--- config.mk ---
export PLATFORM = sky130hd
export DESIGN_NAME = kbd_char_sequencer_flat
export DESIGN_NICKNAME = d
export VERILOG_FILES = /design/src/rtl/kbd_seq_if.sv /design/src/rtl/kbd_char_sequencer.sv /design/src/flat_wrapper.sv
export SDC_FILE = /design/constraint.sdc
export NUM_CORES = 1
export LEC_CHECK = 0
export ABC_AREA = 1
export CAP_MARGIN = 20
export CORE_UTILIZATION = 50
export CTS_CLUSTER_DIAMETER = 200
export DETAILED_ROUTE_END_ITERATION = 10
export GPL_ROUTABILITY_DRIVEN = 1
export PLACE_DENSITY = 0.73
export SLEW_MARGIN = 20
export SYNTH_ARGS = -nofsm -noshare
export SYNTH_HDL_FRONTEND = slang
export SYNTH_SLANG_ARGS = --single-unit
--- constraint.sdc ---
create_clock -name clk -period 1.83 [get_ports clk]
set_input_delay 0.549 -clock clk [delete_from_list [all_inputs] [get_ports clk]]
set_output_delay 0.549 -clock clk [all_outputs]
set_load 0.1 [all_outputs]
--- src/rtl/kbd_seq_if.sv ---
// Bundle between the keyboard character sequencer and its neighbours:
// PS/2 byte input, mapper drive, text-buffer write handshake and status.
interface kbd_seq_if #(
  parameter int COLS = 40,
  parameter int ROWS = 15
);
  localparam int CW = $clog2(COLS);
  localparam int RW = $clog2(ROWS);

  logic          sc_valid;
  logic [7:0]    sc_data;
  logic [7:0]    map_scan_code;
  logic          map_letter_case;
  logic          wr_valid;
  logic          wr_ready;
  logic [CW-1:0] wr_col;
  logic [RW-1:0] wr_row;
  logic          caps_led;
  logic          drop;

  modport master (
    input  sc_valid, sc_data, wr_ready,
    output map_scan_code, map_letter_case, wr_valid, wr_col, wr_row, caps_led, drop
  );

  modport slave (
    output sc_valid, sc_data, wr_ready,
    input  map_scan_code, map_letter_case, wr_valid, wr_col, wr_row, caps_led, drop
  );
endinterface

--- src/rtl/kbd_char_sequencer.sv ---
// PS/2 set-2 byte sequencer: prefix decode, Shift/Caps tracking, text cursor
// management and one valid/ready glyph write per printable key.
module kbd_char_sequencer #(
  parameter int COLS  = 40,
  parameter int ROWS  = 15,
  parameter int TAB_W = 4
) (
  input  logic      clk,
  input  logic      rst_n,
  kbd_seq_if.master bus
);
  localparam int CW = $clog2(COLS);
  localparam int RW = $clog2(ROWS);
  localparam logic [CW-1:0] LAST_COL = CW'(COLS - 1);
  localparam logic [RW-1:0] LAST_ROW = RW'(ROWS - 1);

  typedef enum logic [2:0] {IDLE, BRK, EXT, EXT_BRK, EMIT} state_t;

  state_t        state;
  logic [CW-1:0] col;
  logic [RW-1:0] row;
  logic          shift_l, shift_r, caps, caps_held, adv;
  logic          wr_valid_q, case_q, drop_q;
  logic [7:0]    code_q;
  logic [CW-1:0] wr_col_q;
  logic [RW-1:0] wr_row_q;

  logic [CW:0]   tab_col;
  logic [CW-1:0] bs_col;
  logic [RW-1:0] bs_row;
  logic          bs_ok;
  logic          cur_case;

  function automatic logic is_printable(input logic [7:0] b);
    case (b)
      8'h0E, 8'h15, 8'h16, 8'h1A, 8'h1B, 8'h1C, 8'h1D, 8'h1E,
      8'h21, 8'h22, 8'h23, 8'h24, 8'h25, 8'h26, 8'h29,
      8'h2A, 8'h2B, 8'h2C, 8'h2D, 8'h2E,
      8'h31, 8'h32, 8'h33, 8'h34, 8'h35, 8'h36,
      8'h3A, 8'h3B, 8'h3C, 8'h3D, 8'h3E,
      8'h41, 8'h42, 8'h43, 8'h44, 8'h45, 8'h46,
      8'h49, 8'h4A, 8'h4B, 8'h4C, 8'h4D, 8'h4E,
      8'h52, 8'h54, 8'h55, 8'h5B, 8'h5D: is_printable = 1'b1;
      default:                           is_printable = 1'b0;
    endcase
  endfunction

  function automatic logic [RW-1:0] row_inc(input logic [RW-1:0] r);
    row_inc = (r == LAST_ROW) ? '0 : r + RW'(1);
  endfunction

  // One extra bit so a tab stop past the last column is visible as overflow.
  function automatic logic [CW:0] tab_next(input logic [CW-1:0] c);
    tab_next = (({1'b0, c} / (CW+1)'(TAB_W)) + (CW+1)'(1)) * (CW+1)'(TAB_W);
  endfunction

  assign tab_col  = tab_next(col);
  assign bs_ok    = (col != '0) || (row != '0);
  assign bs_col   = (col != '0) ? col - CW'(1) : LAST_COL;
  assign bs_row   = (col != '0) ? row : row - RW'(1);
  assign cur_case = (shift_l | shift_r) ^ caps;

  always_ff @(posedge clk or negedge rst_n) begin
    if (!rst_n) begin
      state      <= IDLE;
      col        <= '0;
      row        <= '0;
      shift_l    <= 1'b0;
      shift_r    <= 1'b0;
      caps       <= 1'b0;
      caps_held  <= 1'b0;
      adv        <= 1'b0;
      wr_valid_q <= 1'b0;
      case_q     <= 1'b0;
      drop_q     <= 1'b0;
      code_q     <= '0;
      wr_col_q   <= '0;
      wr_row_q   <= '0;
    end else begin
      drop_q <= 1'b0;
      case (state)
        IDLE: if (bus.sc_valid) begin
          case (bus.sc_data)
            8'hF0: state   <= BRK;
            8'hE0: state   <= EXT;
            8'h12: shift_l <= 1'b1;
            8'h59: shift_r <= 1'b1;
            8'h58: begin
              if (!caps_held) caps <= ~caps;
              caps_held <= 1'b1;
            end
            8'h5A: begin
              col <= '0;
              row <= row_inc(row);
            end
            8'h0D: begin
              if (tab_col >= (CW+1)'(COLS)) begin
                col <= '0;
                row <= row_inc(row);
              end else begin
                col <= tab_col[CW-1:0];
              end
            end
            // Backspace moves first, then blanks the cell it landed on.
            8'h66: if (bs_ok) begin
              col        <= bs_col;
              row        <= bs_row;
              code_q     <= 8'h29;
              wr_col_q   <= bs_col;
              wr_row_q   <= bs_row;
              case_q     <= cur_case;
              adv        <= 1'b0;
              wr_valid_q <= 1'b1;
              state      <= EMIT;
            end
            default: if (is_printable(bus.sc_data)) begin
              code_q     <= bus.sc_data;
              wr_col_q   <= col;
              wr_row_q   <= row;
              case_q     <= cur_case;
              adv        <= 1'b1;
              wr_valid_q <= 1'b1;
              state      <= EMIT;
            end
          endcase
        end
        BRK: if (bus.sc_valid) begin
          case (bus.sc_data)
            8'h12:   shift_l   <= 1'b0;
            8'h59:   shift_r   <= 1'b0;
            8'h58:   caps_held <= 1'b0;
            default: ;
          endcase
          state <= IDLE;
        end
        EXT: if (bus.sc_valid) state <= (bus.sc_data == 8'hF0) ? EXT_BRK : IDLE;
        EXT_BRK: if (bus.sc_valid) state <= IDLE;
        EMIT: begin
          if (bus.sc_valid) drop_q <= 1'b1;
          if (bus.wr_ready) begin
            wr_valid_q <= 1'b0;
            state      <= IDLE;
            if (adv) begin
              if (col == LAST_COL) begin
                col <= '0;
                row <= row_inc(row);
              end else begin
                col <= col + CW'(1);
              end
            end
          end
        end
        default: state <= IDLE;
      endcase
    end
  end

  assign bus.wr_valid        = wr_valid_q;
  assign bus.map_scan_code   = code_q;
  assign bus.map_letter_case = case_q;
  assign bus.wr_col          = wr_col_q;
  assign bus.wr_row          = wr_row_q;
  assign bus.caps_led        = caps;
  assign bus.drop            = drop_q;
endmodule

--- src/flat_wrapper.sv ---
// flat-port wrapper written by rule: the top's interface ports become plain ports
module kbd_char_sequencer_flat 
#(
  parameter int COLS  = 40,
  parameter int ROWS  = 15,
  parameter int TAB_W = 4
)
  (clk, rst_n, bus_sc_valid, bus_sc_data, bus_wr_ready, bus_map_scan_code, bus_map_letter_case, bus_wr_valid, bus_wr_col, bus_wr_row, bus_caps_led, bus_drop);
  kbd_seq_if #(.COLS(COLS), .ROWS(ROWS)) bus_i ();
  input  logic clk;
  input  logic rst_n;
  input wire logic [$bits(bus_i.sc_valid)-1:0] bus_sc_valid;
  input wire logic [$bits(bus_i.sc_data)-1:0] bus_sc_data;
  input wire logic [$bits(bus_i.wr_ready)-1:0] bus_wr_ready;
  output wire logic [$bits(bus_i.map_scan_code)-1:0] bus_map_scan_code;
  output wire logic [$bits(bus_i.map_letter_case)-1:0] bus_map_letter_case;
  output wire logic [$bits(bus_i.wr_valid)-1:0] bus_wr_valid;
  output wire logic [$bits(bus_i.wr_col)-1:0] bus_wr_col;
  output wire logic [$bits(bus_i.wr_row)-1:0] bus_wr_row;
  output wire logic [$bits(bus_i.caps_led)-1:0] bus_caps_led;
  output wire logic [$bits(bus_i.drop)-1:0] bus_drop;
  assign bus_i.sc_valid = bus_sc_valid;
  assign bus_i.sc_data = bus_sc_data;
  assign bus_i.wr_ready = bus_wr_ready;
  assign bus_map_scan_code = bus_i.map_scan_code;
  assign bus_map_letter_case = bus_i.map_letter_case;
  assign bus_wr_valid = bus_i.wr_valid;
  assign bus_wr_col = bus_i.wr_col;
  assign bus_wr_row = bus_i.wr_row;
  assign bus_caps_led = bus_i.caps_led;
  assign bus_drop = bus_i.drop;
  kbd_char_sequencer #(.COLS(COLS), .ROWS(ROWS), .TAB_W(TAB_W)) u_core (.clk(clk), .rst_n(rst_n), .bus(bus_i));
endmodule
## Word level (Yosys, flattened, before mapping)

Memories as Yosys holds them, arrays and structs flattened.
Index checks and enable logic that the tools add are counted.

| word-level totals | value |
|---|---|
| flip-flop bits (word level) | 39 |
| bits in latches | 0 |
| memory bits (writable) | 0 |
| memory bits (read-only) | 128 |
| bits of input ports | 12 |
| output and inout port bits | 22 |
| logic and storage cells | 148 |
| memories kept | 1 |

Memories:

| name | depth | width | rd ports | clocked after Yosys merged registers in | wr ports | line | source |
|---|---|---|---|---|---|---|---|
| (no name shown) | 128 | 1 | 1 | 0 | 0 | kbd_char_sequencer.sv:35 | `case (b)` |

| operators by class | value |
|---|---|
| add/subtract/negate cells | 5 |
| multiply operators | 0 |
| div/mod/pow operators | 0 |
| $lt $le $gt $ge | 1 |
| equal/unequal tests | 35 |
| shift-type cells | 0 |
| mux-type cells | 67 |
| bitwise operators | 5 |
| reductions and logical operators | 20 |

Operators with widths:

| kind | number |
|---|---|
| $mux W6 | 8 |
| $mux W4 | 9 |
| $eq A8 B7 Y1 const B | 4 |
| $mux W1 | 25 |
| $pmux W3 S4 | 2 |
| $pmux W6 S2 | 2 |
| $reduce_and A5 Y1 | 4 |
| $mux W3 | 6 |
| $pmux W6 S3 | 1 |
| $eq A8 B8 Y1 const B | 2 |
| $mux W8 | 2 |
| $ne A2 B1 Y1 const B | 8 |
| $ne A2 B2 Y1 const B | 8 |
| $pmux W4 S2 | 2 |
| $pmux W8 S2 | 1 |
| $pmux W1 S2 | 7 |
| $pmux W4 S3 | 1 |
| $reduce_and A6 Y1 | 2 |
| $ne A3 B2 Y1 const B | 3 |
| $eq A8 B4 Y1 const B | 1 |
| $eq A8 B5 Y1 const B | 1 |
| $reduce_and A8 Y1 | 1 |
| $reduce_or A8 Y1 | 1 |
| $ge A7 B6 Y1 const B | 1 |
| 26 further kinds | 31 |

## Longest topological paths before layout

| depth | value |
|---|---|
| word-level depth | 9 |
| mapped depth | 14 |
| depth with buffers taken out | 13 |

## Worst setup path after synthesis

Ideal clock, no wire load.

| timing | value |
|---|---|
| path kind | register to register |
| start | reg u_core.col[2] |
| end | reg u_core.case_q (netlist: u_core.bus.map_letter_case) |
| setup time | 0.125 ns |
| data arrival time | 1.856 ns |
| required time | 1.705 ns |
| slack | -0.151 ns |
| stages on the path, launching flop included | 15 |
| path buffers | 2 |
| clock period less this slack | 1.981 ns |
| path through | dfrtp_1 -> clkbuf_2 -> inv_1 -> ha_1 -> nand2_1 -> inv_1 -> nand3_2 -> inv_1 -> nand3_1 -> nand3_1 -> nor2_4 -> nand2_4 -> buf_6 -> nand2_1 -> o21ai_1 |

| on the way | value |
|---|---|
| cells in the longest elaborated chain, start to end | 4 |

Ends and longest elaborated chain:

| item | line | source |
|---|---|---|
| start: declaration | kbd_char_sequencer.sv:20 | `logic [CW-1:0] col;` |
| start signal: assignment | kbd_char_sequencer.sv:101 | `col <= tab_col[CW-1:0];` |
| start signal: assignment | kbd_char_sequencer.sv:106 | `col <= bs_col;` |
| start signal: assignment | kbd_char_sequencer.sv:148 | `col <= col + CW'(1);` |
| $reduce_bool A6 Y1 | kbd_char_sequencer.sv:58 | `assign bs_ok = (col != '0) \|\| (row != '0);` |
| $logic_or A1 B1 Y1 | kbd_char_sequencer.sv:58 |  |
| $ne A2 B1 Y1 (no source line) | -- |  |
| $reduce_and A5 Y1 (no source line) | -- |  |
| end signal: assignment | kbd_char_sequencer.sv:111 | `case_q <= cur_case;` |
| end signal: assignment | kbd_char_sequencer.sv:120 | `case_q <= cur_case;` |
| end: declaration | kbd_char_sequencer.sv:23 | `logic wr_valid_q, case_q, drop_q;` |

No other way between the ends.
A chain may end at the register's enable or synchronous reset.

## Worst setup path after layout

| timing | value |
|---|---|
| start | reg u_core.col[5] |
| end | reg u_core.row[3] |

| on the way | value |
|---|---|
| cells in the longest elaborated chain, start to end | 6 |
| elaborated cells between the ends (all ways) | 14 |
| classes of those cells | add/sub: 1; order compare: 1; eq/ne: 4; mux: 5; reduce/logical: 3 |

Ends and longest elaborated chain:

| item | line | source |
|---|---|---|
| parallel branches: the longest is 6 deep, another holds $ge A7 B6 Y1 | -- |  |
| end signal: assignment | kbd_char_sequencer.sv:94 | `row <= row_inc(row);` |
| end signal: assignment | kbd_char_sequencer.sv:99 | `row <= row_inc(row);` |
| end signal: assignment | kbd_char_sequencer.sv:107 | `row <= bs_row;` |
| end: declaration | kbd_char_sequencer.sv:21 | `logic [RW-1:0] row;` |

Parallel ways; which one is timed is not known. The select of a mux whose other input is x is not followed.

==> flow_summary.yaml <==
run_status:
  outcome: "finished, violations left"
  violations: "negative setup slack"
worst_setup_path:
  critPathMaxFanout: 6
  worst-setup-path-type: "reg2reg"
  cp.arrival_ns: 2.27
  reg2reg_to: "u_core.row[3]$_DFFE_PN0P_"
  r2r_cells: 9
  slowest_stage: "dfrtp_1"
  path_cells: "inv_1 -> nor2_1 -> nand3_1 -> nand2_2 -> inv_1 -> nor2_2 -> nand3_2 -> o21ai_1 -> nand2_1"
  r2r_slack_ns: -0.25
  cp-end-kind: "flop"
  crit_required_ns: 2.02
  critPathLaunchType: "flop"
  critPathTopFamily: "simple AND/OR/NAND/NOR gates"
  cp_common_cell: "inv_1"
  critPathMaxStageDelay_ns: 0.43
  regToRegStartpoint: "u_core.col[5]$_DFFE_PN0P_"
  critPathBufInv: 2
placement:
  placed_area_um2: 4060
  post-place-ws_ns: -0.8591
  portBuffers: 33
  hpwlAfterDp_um: 6460
  place.gp.congestion: 0.9697
final_layout:
  drive_gt1_share_pct: 49.91
  design_area_um2: 4956
  nets: 559
  utilization_pct: 90.00
  layout_commonest_cell: "nand2_1"
  area_growth_pct: 73.27
  fill_cells: 221
  layout_common_cells: "nand2_1 (87), buf_4 (77), dfrtp_1 (37), inv_1 (31), buf_12 (27)"
  antenna_cells: 0
synthesis:
  synth_fa_ha_area_share_pct: 7.437
  yosysSeqAreaShare_pct: 34.12
  syn_nets: 433
  synth_compound_area_share_pct: 10.76
  syn-cell-area_um2: 2860
  synth_top_family_by_area: "simple AND/OR/NAND/NOR gates"
  synth_area_leaders: "dfrtp_1 (34%), nand2_1 (15%), nand3_1 (8.2%)"
  synth.area.mux_share_pct: 0.7437
  yosys.area_share.simple_pct: 34.38
  synth.top_cell.area_share_pct: 34.12
  synth_xor_area_share_pct: 3.675
  synth_edf_count: 0
  ys.flop_type: "dfrtp_1"
  syn_area_per_cell_um2: 7.080
  async_flop_share_pct: 100.0
  syn_inst: 404
  ys_types: 36
  ys_warn_count: 0
  synth_seq_cells: 39
  yosysTopAreaCell: "dfrtp_1"
sta:
  holdWs_ns: 0.1530
  fin_ws_ns: -0.2482
  hold_violations: 0
  skew_ns: 0.007401
  period_needed_ns: 2.078
  slew_violations: 0
  fin_crit_sh_pct: 113.6
  slew_headroom_pct: 69.10
  worstMarginPinSlew_ns: 0.4587
  setup_viol: 33
  timing.fmax_mhz: 481.2
floorplanning:
  num_rows: 27
  ios: 34
  die_y_um: 77.64
  start_util_pct: 51.94
  die_w_um: 77.64
  design.core.area_um2: 5507
  dieArea_um2: 6027
route:
  avgRoutedWirePerCell_um: 23.11
  via_per_inst: 6.494
  wirelength_um: 13930
  ant_nets: 0
  route.detailed.drc: 0
  vias: 3916
  drt-initial-drc-count: 578
  dr.pass1.iters: 8
grt:
  grt_first_pass_wirelength_um: 16550
  grt_pass1_vias: 3385
  grt_max_degree: 17
  overflow: 0
  gr-usage-all-layers_pct: 35.93
  antenna_found_initial: 0
clocking:
  cts_tree: "yes"
  numCtsBuffers: 5
  clockRootBuffer: "clkbuf_8"
  clk_latency_ns: 0.32
  clkTransAtPathRegs_ns: 0.09
  htree_levels: 2
  cts.path.max_buffers: 2
  cts_sinks: 39
  hold_buffers: 0
power_and_ir_drop:
  p_per_area_nw_per_um2: 1220
  leakage_nw: 2.421
  power_mw: 6.046
  max-vdd-ir-drop_mv: 1.136
hold_path:
  holdCritPathClass: "in2async"
job:
  drv_cap: 0
layout make-up:
cell class	instances	area [µm²]	area share, %
Inverter	46	197.7	3.989
Sequential cell	39	978.4	19.74
Tap cell	72	90.09	1.818
Clock inverter	3	43.79	0.8836
Timing Repair Buffer	130	1399	28.23
Multi-Input combinational cell	308	2178	43.95
Clock buffer	5	68.82	1.389
flip-flops by register name (all words and copies together), names as in the netlist:
register                    count
u_core.bus.wr_row               4
u_core.bus.wr_col               6
u_core.caps_held                1
u_core.bus.caps_led             1
u_core.adv                      1
u_core.bus.wr_valid             1
u_core.shift_r                  1
u_core.shift_l                  1
u_core.state                    3
u_core.col                      6
u_core.bus.map_scan_code        8
u_core.bus.drop                 1
u_core.row                      4
u_core.bus.map_letter_case      1
how the worst max path moves through the flow:
| stage | from | to | slack [ns] | cells after the start |
|---|---|---|---|---|
| 2_1_floorplan | bus_sc_data[3] | u_core.row[0]$_DFFE_PN0P_ | -0.02 | 10 |
| 3_3_place_gp | bus_sc_data[1] | u_core.col[5]$_DFFE_PN0P_ | -0.75 | 12 |
| 3_5_place_dp | bus_sc_data[1] | u_core.bus.wr_col[5]$_DFFE_PN0P_ | -0.86 | 14 |
| 4_1_cts | bus_sc_data[0] | u_core.bus.map_scan_code[6]$_DFFE_PN0P_ | -0.11 | 15 |
| 5_1_grt | u_core.col[2]$_DFFE_PN0P_ | u_core.bus.wr_col[5]$_DFFE_PN0P_ | -0.25 | 11 |
| 6_report | u_core.col[5]$_DFFE_PN0P_ | u_core.row[3]$_DFFE_PN0P_ | -0.25 | 9 |
cells in the mapped netlist, drive strengths merged (2+ instances only):
| cell | number |
|---|---|
| o21a | 2 |
| nand4 | 5 |
| xor2 | 11 |
| nor3 | 3 |
| ha | 17 |
| o21ai | 44 |
| clkbuf | 2 |
| o22ai | 4 |
| buf | 9 |
| nand2 | 121 |
| nor2 | 37 |
| nand3 | 51 |
| a21oi | 4 |
| inv | 46 |
| dfrtp | 39 |
power by group:
part / leakage (nW) / internal [mW] / switching, mW
Clock: 0.0581 / 0.407 / 0.380
Sequential: 0.509 / 1.07 / 0.261
Combinational: 1.85 / 1.44 / 2.49
Total: 2.42 / 2.92 / 3.13
what timing repair did:
| item | CTS | global route |
|---|---|---|
| gates resized for setup | 96 | 97 |
| setup endpoints to repair | 37 | 35 |
| buffers inserted | 19 | 12 |
| pin swaps | 32 | 39 |
| gates cloned | 3 | 0 |
worst register-to-register path: stages (launching register included):
cell,delay (ns)
dfrtp_1,0.43
inv_1,0.20
nor2_1,0.27
nand3_1,0.14
nand2_2,0.15
inv_1,0.11
nor2_2,0.13
nand3_2,0.15
o21ai_1,0.27
nand2_1,0.11
routing by layer:
| layer | part of all wire [%] | wire length, µm | track usage [%] | vias to the layer above |
|---|---|---|---|---|
| met5 | 0 | 0 | 0 | - |
| met4 | 8.9 | 1244 | 17.36 | 0 |
| met3 | 11 | 1602 | 6.941 | 158 |
| met2 | 45 | 6254 | 63.27 | 410 |
| met1 | 35 | 4832 | 41.59 | 1789 |
| li1 | - | - | - | 1559 |
kinds of logic after synthesis:
| family | after synthesis |
|---|---|
| AO/OA/AOI/OAI | 57 |
| XOR/XNOR | 12 |
| adder cells (fa/ha/maj) | 17 |
| buffers and inverters | 57 |
| flip-flops | 39 |
| multiplexers | 2 |
| AND/OR/NAND/NOR | 220 |
per-stage QoR:
step	TNS (ns)	std cells
6_report	-2.107	603
5_1_grt	-4.127	603
4_1_cts	-0.7540	595
3_5_place_dp	-29.00	567
3_3_place_gp	-25.47	567
2_1_floorplan	-0.09662	404
Power figures use the tool's default switching activity.
